==> src/rtl/rst_seq_sync_recover.sv <==
`timescale 1ns/1ps
// -----------------------------------------------------------------------------
// rst_seq_sync_recover
// Reset generator: the board reset asserts asynchronously and releases
// synchronously. All domains are then held for a minimum time, and the
// per-domain resets are released one at a time in index order. A synchronous
// software request restarts the whole sequence.
//
// Ports
//   clk_50m     in   1        system clock, single domain
//   rst_in      in   1        board reset, async active-high, may glitch
//   sw_rst_req  in   1        software reset request, sync active-high
//   rst_out     out  NUM_OUT  per-domain resets, active-high, bit 0 first
//   rst_done    out  1        every rst_out bit released
// -----------------------------------------------------------------------------
module rst_seq_sync_recover #(
  parameter int unsigned SYNC_STAGES = 2,   // 2..4
  parameter int unsigned NUM_OUT     = 4,   // 1..16
  parameter int unsigned HOLD_CYCLES = 16,  // >= 1
  parameter int unsigned STEP_CYCLES = 8    // >= 1
) (
  input  logic               clk_50m,
  input  logic               rst_in,
  input  logic               sw_rst_req,
  output logic [NUM_OUT-1:0] rst_out,
  output logic               rst_done
);

  localparam int unsigned MAX_CYC = (HOLD_CYCLES > STEP_CYCLES) ? HOLD_CYCLES : STEP_CYCLES;
  localparam int unsigned CNT_W   = $clog2(MAX_CYC + 1);
  localparam int unsigned IDX_W   = (NUM_OUT > 1) ? $clog2(NUM_OUT) : 1;

  typedef enum logic [1:0] {
    ST_HOLD    = 2'd0,
    ST_RELEASE = 2'd1,
    ST_DONE    = 2'd2
  } state_e;

  logic [SYNC_STAGES-1:0] sync_q;
  logic                   sync_rst;

  state_e                 state_q, state_d;
  logic [CNT_W-1:0]       cnt_q,   cnt_d;
  logic [IDX_W-1:0]       idx_q,   idx_d;
  logic [NUM_OUT-1:0]     rst_out_q, rst_out_d;
  logic                   done_q,  done_d;
  logic                   req_q;

  // Reset synchroniser: set asynchronously, drains zeros on each edge.
  always_ff @(posedge clk_50m or posedge rst_in) begin
    if (rst_in) begin
      sync_q <= '1;
    end else begin
      sync_q <= {sync_q[SYNC_STAGES-2:0], 1'b0};
    end
  end

  assign sync_rst = sync_q[SYNC_STAGES-1];

  // Sequencer state; every output comes straight from these flops.
  always_ff @(posedge clk_50m or posedge rst_in) begin
    if (rst_in) begin
      state_q   <= ST_HOLD;
      cnt_q     <= '0;
      idx_q     <= '0;
      rst_out_q <= '1;
      done_q    <= 1'b0;
      req_q     <= 1'b0;
    end else begin
      state_q   <= state_d;
      cnt_q     <= cnt_d;
      idx_q     <= idx_d;
      rst_out_q <= rst_out_d;
      done_q    <= done_d;
      req_q     <= sw_rst_req;
    end
  end

  // Next-state logic. A request seen on this edge freezes the sequencer (so a
  // release due on the same edge is dropped); the restart lands one edge later
  // through req_q.
  always_comb begin
    state_d   = state_q;
    cnt_d     = cnt_q;
    idx_d     = idx_q;
    rst_out_d = rst_out_q;
    done_d    = done_q;

    if (req_q) begin
      state_d   = ST_HOLD;
      cnt_d     = '0;
      idx_d     = '0;
      rst_out_d = '1;
      done_d    = 1'b0;
    end else if (!sw_rst_req) begin
      case (state_q)
        ST_HOLD: begin
          if (sync_rst) begin
            cnt_d = '0;
          end else if (cnt_q == CNT_W'(HOLD_CYCLES - 1)) begin
            rst_out_d[0] = 1'b0;
            cnt_d        = '0;
            idx_d        = IDX_W'(1);
            if (NUM_OUT == 1) begin
              done_d  = 1'b1;
              state_d = ST_DONE;
            end else begin
              state_d = ST_RELEASE;
            end
          end else begin
            cnt_d = cnt_q + CNT_W'(1);
          end
        end

        ST_RELEASE: begin
          if (cnt_q == CNT_W'(STEP_CYCLES - 1)) begin
            for (int i = 0; i < NUM_OUT; i++) begin
              if (IDX_W'(i) == idx_q) begin
                rst_out_d[i] = 1'b0;
              end
            end
            cnt_d = '0;
            if (idx_q == IDX_W'(NUM_OUT - 1)) begin
              done_d  = 1'b1;
              state_d = ST_DONE;
            end else begin
              idx_d = idx_q + IDX_W'(1);
            end
          end else begin
            cnt_d = cnt_q + CNT_W'(1);
          end
        end

        ST_DONE: begin
          rst_out_d = '0;
          done_d    = 1'b1;
        end

        default: begin
          state_d   = ST_HOLD;
          cnt_d     = '0;
          idx_d     = '0;
          rst_out_d = '1;
          done_d    = 1'b0;
        end
      endcase
    end
  end

  assign rst_out  = rst_out_q;
  assign rst_done = done_q;

endmodule

==> config.mk <==
export PLATFORM = sky130hd
export DESIGN_NAME = rst_seq_sync_recover
export DESIGN_NICKNAME = d
export VERILOG_FILES = /design/src/rtl/rst_seq_sync_recover.sv
export SDC_FILE = /design/constraint.sdc
export NUM_CORES = 1
export LEC_CHECK = 0
export BUFFER_PORTS_ARGS = -buffer_cell sky130_fd_sc_hd__buf_2
export CORE_ASPECT_RATIO = 1.2
export CORE_UTILIZATION = 40
export DETAILED_ROUTE_END_ITERATION = 10
export PLACE_DENSITY = 0.61
export REMOVE_ABC_BUFFERS = 1
export SYNTH_ARGS = -nofsm -noshare
export SYNTH_HDL_FRONTEND = slang
export SYNTH_SLANG_ARGS = --single-unit
export TNS_END_PERCENT = 50
==> constraint.sdc <==
create_clock -name clk_50m -period 2.6 [get_ports clk_50m]
set_clock_uncertainty 0.2 [all_clocks]
set_input_delay 0.13 -clock clk_50m [delete_from_list [all_inputs] [get_ports clk_50m]]
set_output_delay 0.13 -clock clk_50m [all_outputs]
set_load 0.01 [all_outputs]
Word-level counts from Yosys, hierarchy flattened
Index checks and enable logic that the tools add are counted.

storage, ports and cells
  register bits after elaboration = 17
  bits of input ports = 3

operators by class
  add/sub/neg operators = 2
  eq/ne operators = 20
  reduce and logical (&&, ||, !) cells = 10
  mux-type cells = 34

operator list
  operator               count
  $ne A3 B3 Y1 const B   9
  $mux W5                5
  $mux W2                10
  $reduce_and A4 Y1      4
  $pmux W5 S3            1
  $mux W4                3
  $pmux W2 S3            2
  $reduce_and A6 Y1      2
  $mux W1                10
  $pmux W3 S3            1
  $pmux W1 S3            2
  $add A5 B1 Y5 const B  1
  $eq A5 B3 Y1 const B   1
  $eq A5 B4 Y1 const B   1
  $reduce_and A5 Y1      1
  $eq A2 B2 Y1 const A   2
  $eq A2 B2 Y1 const B   2
  $logic_not A2 Y1       2
  $ne A2 B2 Y1 const B   2
  $add A2 B1 Y2 const B  1
  $eq A1 B2 Y1 const A   1
  $eq A2 B1 Y1 const B   1
  $ne A2 B1 Y1 const B   1
  $reduce_and A2 Y1      1

Logic depth before layout (Yosys ltp)
Gate-level depths: netlist of the first run.

  word-level depth = 6
  mapped depth = 8

Worst setup path after synthesis of the first run
OpenSTA, ideal clock, no wires.

  path kind = register to register
  from = register cnt_q[0]
  to = register cnt_q[0]
  arrival = 1.784 ns
  stages on the path, launching flop included = 9
  clock period less this slack = 2.062 ns
  setup slack = 0.538 ns
  library setup time = 0.078 ns
  cell sequence = dfrtp_1 ha_1 nand3_1 inv_1 ha_1 nor3b_1 o21ba_2 or3_1 a21oi_1

on the way
  longest elaborated chain between the ends = 6

ends and longest elaborated chain
  what                                           RTL line       source
  start: declaration                             43             logic [CNT_W-1:0] cnt_q, cnt_d;
  start signal: assignment                       71             cnt_q <= cnt_d;
  $add A5 B1 Y5 or $eq A5 B4 Y1 (tied branches)  111, 130, 100
  $mux W5                                        100            end else if (cnt_q == CNT_W'(HOLD_CYCLES - 1)) begin
  $mux W5                                        98             if (sync_rst) begin
  $pmux W5 S3 (*)                                96             case (state_q)
  $mux W5 (*)                                    95             end else if (!sw_rst_req) begin
  $mux W5 (*)                                    89             if (req_q) begin

Every way passes the cells marked *; elsewhere a longest branch is shown, timed or not. The select of a mux whose other input is x is not followed.
A chain may end at the register's enable or synchronous reset.

Final worst setup path of the first run
Same ends and word-level chain as after synthesis.

==> key figures, run 1 <==
Placement
  • Placed Area: 1160 sq um
  • Buffers added on ports: 7
  • Placed insts: 145
  • Detailed-placement wirelength estimate: 1500 um
  • GPL Wtd Cong: 0.802

Floorplan
  • Die area: 2950 sq um
  • DIE WIDTH: 49.8 um
  • Initial Util: 42.5%
  • CORE AREA: 2580 sq um
  • IO Pins: 8
  • Site Rows: 20
  • DIE HEIGHT: 59.3 um

Clock tree
  • Total clock sinks: 17
  • # H-tree levels: 1
  • CTS Buf Count: 3
  • Post-CTS Setup Repair Bufs: 0
  • CTS tree: yes
  • Post_cts resized: 0
  • Worst-Skew Late Latency: 0.29 ns
  • Clk slew on worst S/H paths: 0.10 ns
  • Bufs on Longest Clock Path: 2
  • Root buffer cell: clkbuf_4

Hold path
  • Worst hold path type: reg2reg
  • Hold Crit Depth: 0
  • Endpoint, Worst Hold: sync_q[1]
  • Worst Hold Launch: sync_q[0]

Critical path
  • WS Path Type: reg2reg
  • Max FO, Critical Path: 4
  • WP data required: 2.62 ns
  • Worst reg-to-reg setup slack: 0.34 ns
  • RR Startpoint: cnt_q[0]
  • Crit. Startpoint: cnt_q[0]
  • CP endpoint kind: flop
  • Reg2Reg Depth: 8
  • Reg-to-Reg End: cnt_q[0]
  • Crit path launch type: flop
  • Critical path arrival: 2.27 ns

Detailed routing
  • Routed wire length: 2010 um
  • Met1 Wirelength: 979 um
  • Max Used Layer: met4
  • DR iter-0 viols: 19
  • DRT antenna net count: 0
  • Via density: 5.20
  • Drt drc: 0
  • Via count: 785
  • DR WL/cell: 13.3 um
  • TritonRoute pass-1 iters: 3
  • Routed length on met2: 954 um
  • Metal3 WL: 35 um

Logic synthesis
  • Synthesized area: 1100 sq um
  • Async set-or-reset flop fraction in the synthesized netlist: 100%
  • Synth warnings: 0
  • Cells after synthesis: 107
  • Post-synth EDFFs: 0
  • Synth Area per Inst: 10.2 sq um
  • Yosys cell types: 41
  • Synth Flop Type: dfrtp_1
  • Sequential area share after synthesis: 39.5%
  • Synth Register Bits: 17

Timing
  • Min Tclk post-route: 2.26 ns
  • Worst-Margin Slew: 0.663 ns
  • Final setup viols: 0
  • Fmax: 443 MHz
  • Setup tns final: 0 ns
  • Pins Over Slew Limit: 0
  • Relative slew slack: 55.7%
  • Hold WS: 0.163 ns
  • Unrepaired setup endpoints after global routing: no
  • Fin crit share: 86.8%
  • Final hold vios: 0

Global routing
  • First-pass GRT wire length: 3520 um
  • Gr usage total: 16.2%
  • Antenna violations before repair: 0
  • Vias in the first global route: 784
  • Grt total ovfl: 0
  • Largest net degree at the start of global routing: 18

Power and ir drop
  • Leakage: 0.541 nW
  • Pwr per Cell Area: 684 nW/um^2
  • Design Power: 0.829 mW
  • Maximum VDD drop: 329 uV

Run
  • Max Cap Viol: 0

Cells and area
  • Final instance area: 1210 sq um
  • Final non-filler cell total: 151
  • Antenna fix cells: 0
  • Layout area overhead: 10.5%
  • Share of cells above drive strength 1: 23.7%
  • Fin nets: 134

Outcome
  • Status: finished, final reports clean
==> synth_stat cells (all sizes together), types with 2 or more instances <==
cell type	n	area (sq um)
a211oi	2	15.0
a21oi	6	30.0
clkbuf	2	7.51
dfrtp	11	275
dfstp	6	158
ha	12	150
inv	12	45.0
mux2	3	41.3
mux2i	2	20.0
nand2	6	22.5
nand2b	3	26.3
nand3	2	10.0
nor2	6	22.5
nor3	2	10.0
nor3b	2	15.0
o21ai	7	46.3
o22ai	2	12.5
==> flip-flops by register name, indices dropped and copies added, names as in the netlist <==
signal / cells
cnt_q: 5
idx_q: 2
req_q: 1
rst_done: 1
rst_out: 4
state_q: 2
sync_q: 2
==> area by class of cell <==
type	count	area, sq um
Timing Repair Buffer	10	62.6
Fill cell	238	1370
Inverter	12	45.0
Sequential cell	17	433
Tap cell	33	41.3
Clock buffer	4	26.3
Multi-Input combinational cell	75	603
==> how the worst max path moves through the flow <==
stage | end | slack (ns)
final | cnt_q[0] | 0.34
after global placement | cnt_q[0] | 0.44
after CTS | cnt_q[0] | 0.30
after floorplan | cnt_q[0] | 0.54
after global routing | cnt_q[0] | 0.15
after detailed placement | cnt_q[0] | 0.33
==> layout by cell type, fill, tap and decap left out, types with 4 or more instances in the layout <==
cell type   n
nand2_1     6
nor2_1      6
dfrtp_1    11
o21ai_0     4
a21oi_1     6
dfstp_2     6
inv_1      12
ha_1       12
buf_2       7
==> repair_timing <==
action,4_1_cts,5_1_grt
hold buffers,2,0
endpoints found under the hold margin,12,0
setup endpoints to repair,0,0
==> cells by family (layout without fill, tap and decap cells) <==
family	Yosys count	in the layout	share of synthesized area, %
AOI/OAI and AO/OA	27	27	18.6
and+or+nand+nor	30	30	16.8
other	1	1	0.342
muxes	5	5	5.59
adders and majority gates	12	12	13.7
DFF	17	17	39.5
buffers and inverters	15	26	5.48
==> routing by layer <==
layer | GRT usage (%) | vias to the layer above
li1 | - | 394
met1 | 18.9 | 379
met2 | 28.8 | 7
met3 | 2.31 | 5
met4 | 8.57 | 0
met5 | 0 | -
==> report_power, final <==
group          internal, mW  switching (mW)
combinational         0.147           0.170
sequential            0.332          0.0371
clock                0.0598          0.0822
==> worst max-delay path, stage by stage (launching register included) <==
cell     delay, ns
dfrtp_1       0.41
ha_1          0.24
nand3_1       0.11
inv_1         0.05
ha_1          0.19
nor3b_1       0.32
o21ba_2       0.22
or3_1         0.31
a21oi_1       0.13
==> metrics by stage <==
step / utilization (%) / setup slack (ns)
after CTS: 47.0 / 0.302
after global placement: 45.2 / 0.442
after global routing: 47.0 / 0.151
after floorplan: - / 0.536
final: 47.0 / 0.343
after detailed placement: 45.2 / 0.329
Note: power is estimated with default switching activity, not from simulation.
==> run 2: changes to the inputs <==
- SETUP_SLACK_MARGIN: default -> 0.4
==> key figures, run 2 (synthesized netlist as in run 1, its figures left out) <==
Placement
  • GPL Wtd Cong: 0.802
  • Buffers added on ports: 7
  • Detailed-placement wirelength estimate: 1500 um

Cells and area
  • Share of cells above drive strength 1: 27.1%
  • Max reg flops: 5
  • Layout area overhead: 13.8%
  • Layout fillers: 228
  • Top reg by flops: cnt_q
  • Fin nets: 134
  • Most common cell after layout, fill and taps aside: inv_1
  • Final Util: 48.4%
  • Most frequent cells in the layout: inv_1, dfrtp_1, ha_1, buf_2
  • Antenna fix cells: 0

Detailed routing
  • Via density: 5.28
  • DRT antenna net count: 0
  • Routed wire length: 2070 um
  • DR WL/cell: 13.7 um
  • TritonRoute pass-1 iters: 4
  • Drt drc: 0
  • DR iter-0 viols: 21
  • Via count: 797

Clock tree
  • Total clock sinks: 17
  • Worst-Skew Late Latency: 0.29 ns
  • Clk slew on worst S/H paths: 0.10 ns
  • Bufs on Longest Clock Path: 2
  • CTS Buf Count: 3
  • Root buffer cell: clkbuf_4
  • # H-tree levels: 1
  • CTS tree: yes

Power and ir drop
  • Cell-internal power: 0.552 mW
  • Clock Power Share: 16.8%
  • P_sw: 0.297 mW
  • Pwr per Cell Area: 681 nW/um^2
  • Maximum VDD drop: 330 uV
  • Comb pwr share: 39.4%
  • Leakage: 0.544 nW
  • Flop pwr share: 43.8%
  • Sw frac: 35.0%

Critical path
  • Worst reg-to-reg setup slack: 0.51 ns
  • CP endpoint kind: flop
  • CP cell instances: ha_4, nand3_1, inv_1, ha_2, nor3b_4, o21ba_4, or3_1, a21oi_2
  • Slowest-stage cell, CP: dfrtp_1
  • Critical path's top delay family: simple AND/OR/NAND/NOR gates
  • WP buf/inv: 1
  • WS Path Type: reg2reg
  • Crit path launch type: flop
  • WP data required: 2.62 ns
  • Max FO, Critical Path: 4
  • Worst path max stage delay: 0.44 ns
  • Critical path arrival: 2.11 ns

Timing
  • Relative slew slack: 55.7%
  • Setup tns final: 0 ns
  • Fmax: 479 MHz
  • Final hold vios: 0
  • Pins Over Slew Limit: 0
  • Fin crit share: 80.3%
  • Final setup viols: 0
  • Min Tclk post-route: 2.09 ns
  • Worst-Margin Slew: 0.664 ns
  • Unrepaired setup endpoints after global routing: no

Global routing
  • Antenna violations before repair: 0
  • Largest net degree at the start of global routing: 18
  • Gr usage total: 16.5%
  • Vias in the first global route: 788
  • Grt total ovfl: 0
  • First-pass GRT wire length: 3570 um

Floorplan
  • DIE HEIGHT: 59.3 um
  • Site Rows: 20
  • CORE AREA: 2580 sq um
  • DIE WIDTH: 49.8 um
  • Die area: 2950 sq um
  • Initial Util: 42.5%
  • IO Pins: 8

Outcome
  • Status: finished, final reports clean

Run
  • Max Cap Viol: 0

Hold path
  • Worst hold path type: reg2reg
run 2: cell counts in the layout (fill, tap and decap cells not counted):
Identical to the previous run, type by type.
run 2: final timing paths:
kind / to / start / cells past startpoint
max: cnt_q[0] / cnt_q[0] / 8
min: sync_q[1] / sync_q[0] / 0
max reg2reg: cnt_q[0] / cnt_q[0] / 8
min reg2reg: sync_q[1] / sync_q[0] / 0
max in group asynchronous: cnt_q[0] / rst_in / 3
min in group asynchronous: rst_done / rst_in / 3
run 2: power by group through the flow:
stage / registers (mW) / logic (mW) / clock network (mW)
2_1_floorplan: 0.387 / 0.219 / 0
3_3_place_gp: 0.375 / 0.311 / 0
3_5_place_dp: 0.375 / 0.318 / 0
4_1_cts: 0.370 / 0.323 / 0.147
5_1_grt: 0.381 / 0.375 / 0.157
6_report: 0.372 / 0.335 / 0.142
run 2: cell type report:
class / count / area (sq um) / area share (%)
Multi-Input combinational cell: 75 / 639 / 51.3
Sequential cell: 17 / 433 / 34.7
Timing Repair Buffer: 10 / 62.6 / 5.02
Inverter: 12 / 45.0 / 3.61
Tap cell: 33 / 41.3 / 3.31
Clock buffer: 4 / 26.3 / 2.11
run 2: stage by stage:
step | power, mW | instances | hold WS (ns) | instance area (sq um) | worst slack, ns
4_1_cts | 0.840 | 151 | 0.162 | 1220 | 0.420
5_1_grt | 0.913 | 151 | 0.171 | 1250 | 0.396
6_report | 0.849 | 151 | 0.162 | 1250 | 0.513
3_3_place_gp | 0.686 | 145 | 0.0534 | 1160 | 0.442
2_1_floorplan | 0.606 | 104 | -0.148 | 1080 | 0.536
3_5_place_dp | 0.693 | 145 | 0.0604 | 1160 | 0.329
run 2: routing by layer:
layer | GRT usage, % | wire length [um]
met5 | 0 | 0
met1 | 19.4 | 975
met4 | 8.57 | 43
met2 | 29.2 | 1010
met3 | 2.31 | 37
run 2: repair_timing:
item | 4_1_cts | 5_1_grt
buffers inserted | 0 | 0
hold buffers | 2 | 0
endpoints found under the setup margin | 1 | 1
gates resized for setup | 1 | 6
pin swaps | 1 | 2
hold endpoints to repair | 12 | 0
==> run 3: changes to the inputs <==
- ABC_AREA: default -> 1
- clock period: 2.6 -> 2.15 ns (I/O delays scaled with it)
==> key figures, run 3 <==
Outcome
  • Status: finished, final reports clean

Logic synthesis
  • Sequential area share after synthesis: 39.8%
  • Top-count cell post-synth: nand2_1
  • Async set-or-reset flop fraction in the synthesized netlist: 100%
  • Post-synth EDFFs: 0
  • Synthesized area: 1090 sq um
  • Synth area leader: dfrtp_1
  • Synth warnings: 0
  • Synth Flop Type: dfrtp_1
  • Synth Register Bits: 17
  • Top cells by area, synth: dfrtp_1, nand2_1, dfstp_2
  • Yosys cell types: 18
  • Share of the synthesized area in the top cell type: 25.3%
  • Cells after synthesis: 143
  • Synth Area per Inst: 7.60 sq um
  • Commonest cells post-synth: nand2_1, nor2_1, inv_1

Global routing
  • Largest net degree at the start of global routing: 18
  • GR peak layer: met2
  • Met1 Usage GRT: 17.5%
  • First-pass GRT wire length: 3480 um
  • Grt total ovfl: 0
  • Vias in the first global route: 856
  • Met3 GRT Util: 3.08%
  • GR met2 Demand/Resource: 28.8%
  • Antenna violations before repair: 0
  • Gr usage total: 16.1%

Cells and area
  • Register Area: 433 sq um
  • Most frequent cells in the layout: nand2_1, inv_1, nor2_1, nand3_1, dfrtp_1
  • Final instance area: 1330 sq um
  • Max reg flops: 5
  • Top reg by flops: cnt_q
  • Multi-input combinational cell area: 646 sq um
  • Layout area overhead: 21.9%
  • Fin nets: 178
  • Most common cell after layout, fill and taps aside: nand2_1
  • Antenna fix cells: 0
  • Final non-filler cell total: 195
  • Layout fillers: 263
  • Final Util: 51.9%
  • Share of cells above drive strength 1: 27.2%

Timing
  • Worst-Margin Slew: 0.691 ns
  • Relative slew slack: 53.9%
  • Min Tclk post-route: 1.78 ns
  • Final hold vios: 0
  • Fmax: 563 MHz
  • Fin crit share: 82.6%
  • Unrepaired setup endpoints after global routing: yes
  • Hold WS: 0.162 ns
  • Final setup viols: 0
  • Setup tns final: 0 ns
  • Setup ws final: 0.373 ns
  • Pins Over Slew Limit: 0

Clock tree
  • Worst-Skew Late Latency: 0.30 ns
  • Bufs on Longest Clock Path: 2
  • Root buffer cell: clkbuf_4
  • # H-tree levels: 1
  • Clk slew on worst S/H paths: 0.10 ns
  • CTS tree: yes
  • Total clock sinks: 17
  • CTS Buf Count: 3

Floorplan
  • CORE AREA: 2550 sq um
  • Initial Util: 42.6%
  • DIE HEIGHT: 59.1 um
  • DIE WIDTH: 49.6 um
  • Site Rows: 20
  • IO Pins: 8
  • Die area: 2930 sq um

Critical path
  • Crit path launch type: flop
  • WS Path Type: reg2reg
  • Worst reg-to-reg setup slack: 0.37 ns
  • Critical path arrival: 1.77 ns
  • Max FO, Critical Path: 8
  • CP endpoint kind: flop
  • WP data required: 2.14 ns

Hold path
  • Worst hold path type: reg2reg

Detailed routing
  • DR WL/cell: 11.8 um
  • Routed wire length: 2300 um
  • Via density: 4.79
  • DR iter-0 viols: 19
  • TritonRoute pass-1 iters: 4
  • DRT antenna net count: 0
  • Via count: 935
  • Drt drc: 0

Placement
  • Placed insts: 183
  • GPL Wtd Cong: 0.792
  • Detailed-placement wirelength estimate: 1550 um
  • Placed Area: 1160 sq um
  • Buffers added on ports: 7
  • Post-Place Setup Slack: 0.374 ns

Power and ir drop
  • Leakage: 0.699 nW
  • Design Power: 1.31 mW
  • Pwr per Cell Area: 985 nW/um^2
  • Maximum VDD drop: 459 uV

Run
  • Max Cap Viol: 0
run 3: what timing repair did:
action	CTS	global route
buffers inserted	0	6
endpoints found under the hold margin	12	0
hold buffers	2	0
resized for setup	1	19
pin swaps	0	7
endpoints found under the setup margin	4	14
run 3: worst paths after layout:
check	to	start	depth (start not counted)
worst max-delay path	state_q[0]	cnt_q[1]	9
worst min-delay path	sync_q[1]	sync_q[0]	0
worst max register to register	state_q[0]	cnt_q[1]	9
worst min register to register	sync_q[1]	sync_q[0]	0
max in group asynchronous	req_q	rst_in	3
min in group asynchronous	cnt_q[4]	rst_in	3
run 3: logic make-up after synthesis:
| kind of cell | share of synthesized area, % |
|---|---|
| buffers and inverters | 7.25 |
| AO/OA/AOI/OAI | 5.29 |
| flip-flops | 39.8 |
| AND/OR/NAND/NOR | 33.5 |
| other | 0.345 |
| adder cells (fa/ha/maj) | 13.8 |
run 3: area by class of cell:
cell class,instances,share of cell area (%)
multi-input cells,105,48.7
flip-flops and latches,17,32.7
repair buffers,15,7.55
inverters,21,5.95
well taps,33,3.12
clock buffers,4,1.98
run 3: report_power, final:
group,internal (mW),switching [mW]
registers,0.434,0.0655
clock network,0.0723,0.105
logic,0.247,0.380
total,0.754,0.551
run 3: worst max-delay path, cell delays in order (launching register included):
cell and delay [ns]:
dfrtp_1 0.39, ha_2 0.20, nand2_2 0.09, nor2_4 0.15, ha_4 0.17, nor2_4 0.04
a21oi_4 0.22, nand2_2 0.10, nand2_1 0.07, nand2_1 0.05
run 3: metal layers:
layer  up-vias  wire length [um]  share of wire [%]
met1       444               989                 43
met5         -                 0                  0
met3         4                24                1.0
met4         0                25                1.1
met2         6              1260                 55
li1        481                 -                  -
